$ cat config.mk
export PLATFORM = sky130hd
export DESIGN_NAME = gfx_rom_responder
export DESIGN_NICKNAME = d
export VERILOG_FILES = /design/src/rtl/gfx_rom_responder.sv
export SDC_FILE = /design/constraint.sdc
export NUM_CORES = 1
export LEC_CHECK = 0
export CORE_MARGIN = 10
export CORE_UTILIZATION = 35
export CTS_CLUSTER_SIZE = 40
export DETAILED_ROUTE_END_ITERATION = 8
export PLACE_DENSITY = 0.65
export REMOVE_ABC_BUFFERS = 1
export SLEW_MARGIN = 25
export SYNTH_ARGS = -nofsm -noshare
export SYNTH_HDL_FRONTEND = slang
export SYNTH_SLANG_ARGS = --single-unit
$ cat constraint.sdc
create_clock -name CLK_32M -period 2.6 [get_ports CLK_32M]
set_clock_uncertainty 0.05 [all_clocks]
set_input_delay 0.52 -clock CLK_32M [delete_from_list [all_inputs] [get_ports CLK_32M]]
set_output_delay 0.52 -clock CLK_32M [all_outputs]
set_load 0.05 [all_outputs]
$ cat src/rtl/gfx_rom_responder.sv
// gfx_rom_responder
//   Serves 32-bit graphics-ROM fetches from one tile/sprite layer. Each
//   request word address is queued, turned into a two-beat 16-bit SDRAM
//   burst, and the two beats are assembled into one 32-bit reply that is
//   announced with a single-cycle sdr_rdy pulse. Replies come back strictly
//   in request order.
//
//   Optional feature (macro GFX_ROM_CACHE_EN): a 1-entry tag register holds
//   the last completed address/data pair; a popped address matching a valid
//   tag is answered without touching memory.
//
// Ports
//   CLK_32M    in   1   system clock
//   RESET      in   1   synchronous, active-high reset
//   sdr_req    in   1   one-cycle request strobe from the layer
//   sdr_addr   in  20   32-bit word address, sampled with sdr_req
//   sdr_data   out 32   returned ROM word, held until the next sdr_rdy
//   sdr_rdy    out  1   one-cycle pulse, sdr_data valid this cycle
//   mem_addr   out 25   SDRAM byte address of the burst
//   mem_req    out  1   burst request, held high until mem_ack
//   mem_ack    in   1   controller accepted the burst
//   mem_valid  in   1   16-bit beat valid
//   mem_dout   in  16   beat data
//   overflow   out  1   sticky: a request was dropped on a full queue
//   dbg_state_o out 3   current FSM state (IDLE=0 ISSUE=1 BEAT0=2 BEAT1=3 RESP=4)
//
// Handshake: the layer side has no back-pressure; sdr_req is a strobe that
// is either queued or dropped (setting overflow). On the memory side,
// mem_req/mem_addr stay stable until mem_ack is seen; beats are taken on
// mem_valid only while a burst is outstanding (BEAT0/BEAT1, or ISSUE when
// mem_valid coincides with mem_ack).

module gfx_rom_responder #(
  parameter logic [24:0] BASE_ADDR   = 25'h0100000,
  parameter int          QDEPTH_LOG2 = 1            // must be >= 1
) (
  input  logic        CLK_32M,
  input  logic        RESET,
  input  logic        sdr_req,
  input  logic [19:0] sdr_addr,
  output logic [31:0] sdr_data,
  output logic        sdr_rdy,
  output logic [24:0] mem_addr,
  output logic        mem_req,
  input  logic        mem_ack,
  input  logic        mem_valid,
  input  logic [15:0] mem_dout,
  output logic        overflow,
  output logic [2:0]  dbg_state_o
);

  localparam int QDEPTH = 1 << QDEPTH_LOG2;

  localparam logic [QDEPTH_LOG2-1:0] PTR_ONE  = QDEPTH_LOG2'(1);
  localparam logic [QDEPTH_LOG2:0]   CNT_ONE  = (QDEPTH_LOG2 + 1)'(1);
  localparam logic [QDEPTH_LOG2:0]   CNT_FULL = (QDEPTH_LOG2 + 1)'(QDEPTH);

  typedef enum logic [2:0] {
    S_IDLE  = 3'd0,
    S_ISSUE = 3'd1,
    S_BEAT0 = 3'd2,
    S_BEAT1 = 3'd3,
    S_RESP  = 3'd4
  } state_t;

  state_t                 state_q;
  logic [31:0]            sdr_data_q;
  logic                   sdr_rdy_q;
  logic [24:0]            mem_addr_q;
  logic                   mem_req_q;
  logic                   overflow_q;
  logic [15:0]            data_lo_q;

  // Request queue: circular buffer, count has one extra bit to tell full
  // from empty.
  logic [19:0]            q_mem [QDEPTH];
  logic [QDEPTH_LOG2-1:0] wr_ptr_q;
  logic [QDEPTH_LOG2-1:0] rd_ptr_q;
  logic [QDEPTH_LOG2:0]   count_q;

  logic                   q_empty;
  logic                   q_full;
  logic                   push;
  logic                   pop;
  logic [19:0]            head_addr;
  logic [24:0]            mem_addr_d;

`ifdef GFX_ROM_CACHE_EN
  logic [19:0]            cur_addr_q;   // word address of the burst in flight
  logic [19:0]            tag_addr_q;
  logic [31:0]            tag_data_q;
  logic                   tag_valid_q;
  logic                   hit_q;        // RESP was entered from a tag hit
  logic                   tag_hit;
`endif

  assign q_empty   = (count_q == '0);
  assign q_full    = (count_q == CNT_FULL);
  // A full queue drops the strobe even if the FSM pops in the same cycle.
  assign push      = sdr_req && !q_full;
  assign pop       = (state_q == S_IDLE) && !q_empty;
  assign head_addr = q_mem[rd_ptr_q];
  // Word address to byte address; the 25-bit sum wraps naturally.
  assign mem_addr_d = BASE_ADDR + {3'b000, head_addr, 2'b00};

`ifdef GFX_ROM_CACHE_EN
  assign tag_hit = tag_valid_q && (tag_addr_q == head_addr);
`endif

  // Queue storage needs no reset: only the pointers define its contents.
  always_ff @(posedge CLK_32M) begin
    if (push) begin
      q_mem[wr_ptr_q] <= sdr_addr;
    end
  end

  always_ff @(posedge CLK_32M) begin
    if (RESET) begin
      state_q     <= S_IDLE;
      sdr_data_q  <= '0;
      sdr_rdy_q   <= 1'b0;
      mem_addr_q  <= '0;
      mem_req_q   <= 1'b0;
      overflow_q  <= 1'b0;
      data_lo_q   <= '0;
      wr_ptr_q    <= '0;
      rd_ptr_q    <= '0;
      count_q     <= '0;
`ifdef GFX_ROM_CACHE_EN
      cur_addr_q  <= '0;
      tag_addr_q  <= '0;
      tag_data_q  <= '0;
      tag_valid_q <= 1'b0;
      hit_q       <= 1'b0;
`endif
    end else begin
      sdr_rdy_q <= 1'b0;

      if (sdr_req && q_full) begin
        overflow_q <= 1'b1;
      end

      if (push) begin
        wr_ptr_q <= wr_ptr_q + PTR_ONE;
      end
      if (pop) begin
        rd_ptr_q <= rd_ptr_q + PTR_ONE;
      end
      case ({push, pop})
        2'b10:   count_q <= count_q + CNT_ONE;
        2'b01:   count_q <= count_q - CNT_ONE;
        default: count_q <= count_q;
      endcase

      case (state_q)
        S_IDLE: begin
          if (!q_empty) begin
`ifdef GFX_ROM_CACHE_EN
            cur_addr_q <= head_addr;
            if (tag_hit) begin
              hit_q   <= 1'b1;
              state_q <= S_RESP;
            end else begin
              mem_addr_q <= mem_addr_d;
              mem_req_q  <= 1'b1;
              state_q    <= S_ISSUE;
            end
`else
            mem_addr_q <= mem_addr_d;
            mem_req_q  <= 1'b1;
            state_q    <= S_ISSUE;
`endif
          end
        end

        S_ISSUE: begin
          // Beats before the ack are not ours; a beat arriving with the
          // ack is the first beat of this burst.
          if (mem_ack) begin
            mem_req_q <= 1'b0;
            if (mem_valid) begin
              data_lo_q <= mem_dout;
              state_q   <= S_BEAT1;
            end else begin
              state_q   <= S_BEAT0;
            end
          end
        end

        S_BEAT0: begin
          if (mem_valid) begin
            data_lo_q <= mem_dout;
            state_q   <= S_BEAT1;
          end
        end

        S_BEAT1: begin
          // The reply is published on the last beat's edge, so sdr_rdy is
          // high during RESP on the memory path.
          if (mem_valid) begin
            sdr_data_q <= {mem_dout, data_lo_q};
            sdr_rdy_q  <= 1'b1;
            state_q    <= S_RESP;
`ifdef GFX_ROM_CACHE_EN
            tag_addr_q  <= cur_addr_q;
            tag_data_q  <= {mem_dout, data_lo_q};
            tag_valid_q <= 1'b1;
`endif
          end
        end

        S_RESP: begin
`ifdef GFX_ROM_CACHE_EN
          // On a hit RESP is the lookup cycle; the reply is published here.
          if (hit_q) begin
            sdr_data_q <= tag_data_q;
            sdr_rdy_q  <= 1'b1;
            hit_q      <= 1'b0;
          end
`endif
          state_q <= S_IDLE;
        end

        default: begin
          state_q   <= S_IDLE;
          mem_req_q <= 1'b0;
        end
      endcase
    end
  end

  assign sdr_data    = sdr_data_q;
  assign sdr_rdy     = sdr_rdy_q;
  assign mem_addr    = mem_addr_q;
  assign mem_req     = mem_req_q;
  assign overflow    = overflow_q;
  assign dbg_state_o = state_q;

endmodule

==> impl_metrics.tcl, run 1 <==
set metrics [dict create \
    cts_htree_levels 4 \
    synth_seq_cells 120 \
    crit_arrival_ns 1.85 \
    finalMaxSlewViolations 0 \
    worst-endpoint-required_ns 2.03 \
    synth_top_area_share 0.347 \
    vias 3472 \
    setup_viol 0 \
    gp_congestion 0.739 \
    critPathSlowestCell "clkdlybuf4s50_1" \
    ys_seq_area_frac 0.607 \
    hold_viol 0 \
    cts_buffer_depth 2 \
    dieArea_um2 18200 \
    avgSynthCellArea_um2 10.9 \
    crit_path_max_incr_delay_ns 0.89 \
    critPathCaptureType "primary output" \
    seqPwrFrac 0.346 \
    drc 0 \
    p_leak_nw 2.32 \
    wl_um 11500 \
    grt_pass1_vias 3566 \
    start_util 0.361 \
    mostFrequentLayoutCell "clkdlybuf4s50_1" \
    fin_cells 702 \
    synth_top_cell_by_area "dfxtp_1" \
    timing.fmax_mhz 413 \
    fill_cells 1118 \
    fp.dieH_um 135 \
    cts_tree "built" \
    status "finished clean" \
    path_buf_inv 1 \
    comb_power_share 0.311 \
    max_slew.worst_pin.slew_ns 0.537 \
    synth_top_cells_by_area "dfxtp_1 35%, edfxtp_1 26%, a21oi_1 6.1%" \
    p_clk_frac 0.343 \
    worstSetupPathType "register to primary output" \
    layout_min_cycle_time_ns 2.42 \
    core_area_um2 12800 \
    multiInputGateArea_um2 1600 \
    syn_area_um2 4610 \
    antenna_found_initial 0 \
    setup_slack_ns 0.178 \
    dp.cells 670 \
    hpwlAfterDp_um 7530 \
    cts_setup_buffers 0 \
    clock-sinks 120 \
    grt_util_all_layers 0.127 \
    hold_path_class "register to register" \
    num_rows 41 \
    worstPathCellList "clkdlybuf4s50_1" \
    crit_family "buffers and inverters" \
    area_growth_pct 38.7 \
    dr.pass1.iters 4 \
    p_per_area_nw_per_um2 1140 \
    clkTransAtPathRegs_ns 0.05 \
    p_switching_mw 2.48 \
    ioPinCount 104 \
    synth_cell_type_count 40 \
    seqCellArea_um2 2800 \
    pre_cts_ws_ns 0.377 \
    cts_made_buffers 17 \
    diodes 0 \
    maxCapViolCount 0 \
    drive_gt1_frac 0.104 \
    first_iter_violations 264 \
    port_buffers 99 \
    cts.repair.resized 0 \
    crit_fanout 13 \
    via_per_inst 4.95 \
    clock_latency_ns 0.41 \
    cts-root-buf "clkbuf_16" \
    ant_nets 0 \
    grt_overflow 0 \
    wl_per_cell_um 16.4 \
    ir_worst_vdd_mv 0.842 \
    layout_common_cells "98 x clkdlybuf4s50_1, 80 x dfxtp_1, 70 x nand2_1, 56 x a21oi_1, 40 x edfxtp_1" \
    slew_headroom 0.641 \
    synth_warnings 0 \
    p_sw_frac 0.339 \
    p_int_mw 4.82 \
    rsz0062_at_grt "false" \
    grt_max_degree 53 \
    post-route-period-util 0.932 \
    cts_hold_buf 0 \
    grt_pass1_wl_um 18300 \
    synthCells 422 \
    die_width_um 135 \
    postLayoutCoreUtil 0.501 \
    cp-start-kind "register" \
    fin_nets 560 \
]
==> registers in the layout, indices dropped and copies added, names as in the netlist, named ones only <==
signal,flops
count_q,2
data_lo_q,16
dbg_state_o,3
mem_addr,21
mem_req,1
overflow,1
q_mem,40
rd_ptr_q,1
sdr_data,32
sdr_rdy,1
wr_ptr_q,1
==> metal layers <==
layer | vias to the layer above | share of wire | GRT usage
met2 | 123 | 0.46 | 0.201
li1 | 1703 | - | -
met1 | 1630 | 0.43 | 0.146
met3 | 16 | 0.094 | 0.0568
met5 | - | 0 | 0
met4 | 0 | 0.015 | 0.0532
==> synth_stat cells, drive strengths merged <==
cell type / n
dfxtp: 80
nand2: 70
a21oi: 56
edfxtp: 40
buf: 21
a211oi: 19
clkbuf: 19
a211o: 18
mux2i: 18
nor3b: 16
nor4b: 16
inv: 6
nor2: 6
nand2b: 4
o21ai: 4
nor2b: 3
nor3: 3
a31o: 2
ha: 2
mux2: 2
nand3: 2
or3: 2
a31oi: 1
and3: 1
and3b: 1
and4b: 1
conb: 1
nand3b: 1
nand4b: 1
o211a: 1
o31ai: 1
or2: 1
or3b: 1
xnor2: 1
xor2: 1
==> logic make-up after synthesis <==
| logic type | Yosys count | synth area share |
|---|---|---|
| and+or+nand+nor | 129 | 0.149 |
| DFF | 120 | 0.607 |
| muxes | 20 | 0.0439 |
| buffers and inverters | 46 | 0.0488 |
| adders and majority gates | 2 | 0.00542 |
| xor gates and xnor gates | 2 | 0.00380 |
| AOI/OAI and AO/OA | 102 | 0.141 |
| other | 1 | 0.000813 |
==> stage by stage <==
step / instance area [um^2] / setup TNS, ns / power [mW] / hold slack [ns]
after detailed placement: 5740 / 0 / 4.84 / 0.398
final: 6400 / 0 / 7.30 / 0.404
after CTS: 6400 / 0 / 7.37 / 0.406
after floorplan: 4420 / -0.147 / 4.00 / 0.379
after global routing: 6400 / 0 / 7.66 / 0.424
after global placement: 5740 / 0 / 4.79 / 0.392
==> layout make-up <==
type,instances,area share
clock buffer,24,0.0868
clock inverter,8,0.0160
inverter,6,0.00352
multi-input combinational,259,0.250
sequential,120,0.438
tap,172,0.0336
timing repair buffer,113,0.172
==> power groups by stage <==
stage	clock network (mW)	registers [mW]	logic (mW)
6_report	2.50	2.52	2.27
5_1_grt	2.64	2.57	2.45
4_1_cts	2.54	2.53	2.31
3_5_place_dp	0	2.55	2.29
3_3_place_gp	0	2.55	2.24
2_1_floorplan	0	3.17	0.830
==> worst paths after layout <==
check                                       to            from  slack, ns  cells past startpoint
worst max-delay path            dbg_state_o[1]  dbg_state_o[1]       0.18                      1
worst min-delay path              sdr_data[23]    sdr_data[23]       0.40                      2
worst min register to register    sdr_data[23]    sdr_data[23]       0.40                      2
worst max register to register      count_q[1]      count_q[0]       0.78                      6
Note: power is estimated with default switching activity, not from simulation.
==> run 2: changes to the inputs <==
- GPL_ROUTABILITY_DRIVEN: unset -> 1
==> results of run 2 <==
The final DEF is identical to that of run 1; final timing and power are the same.
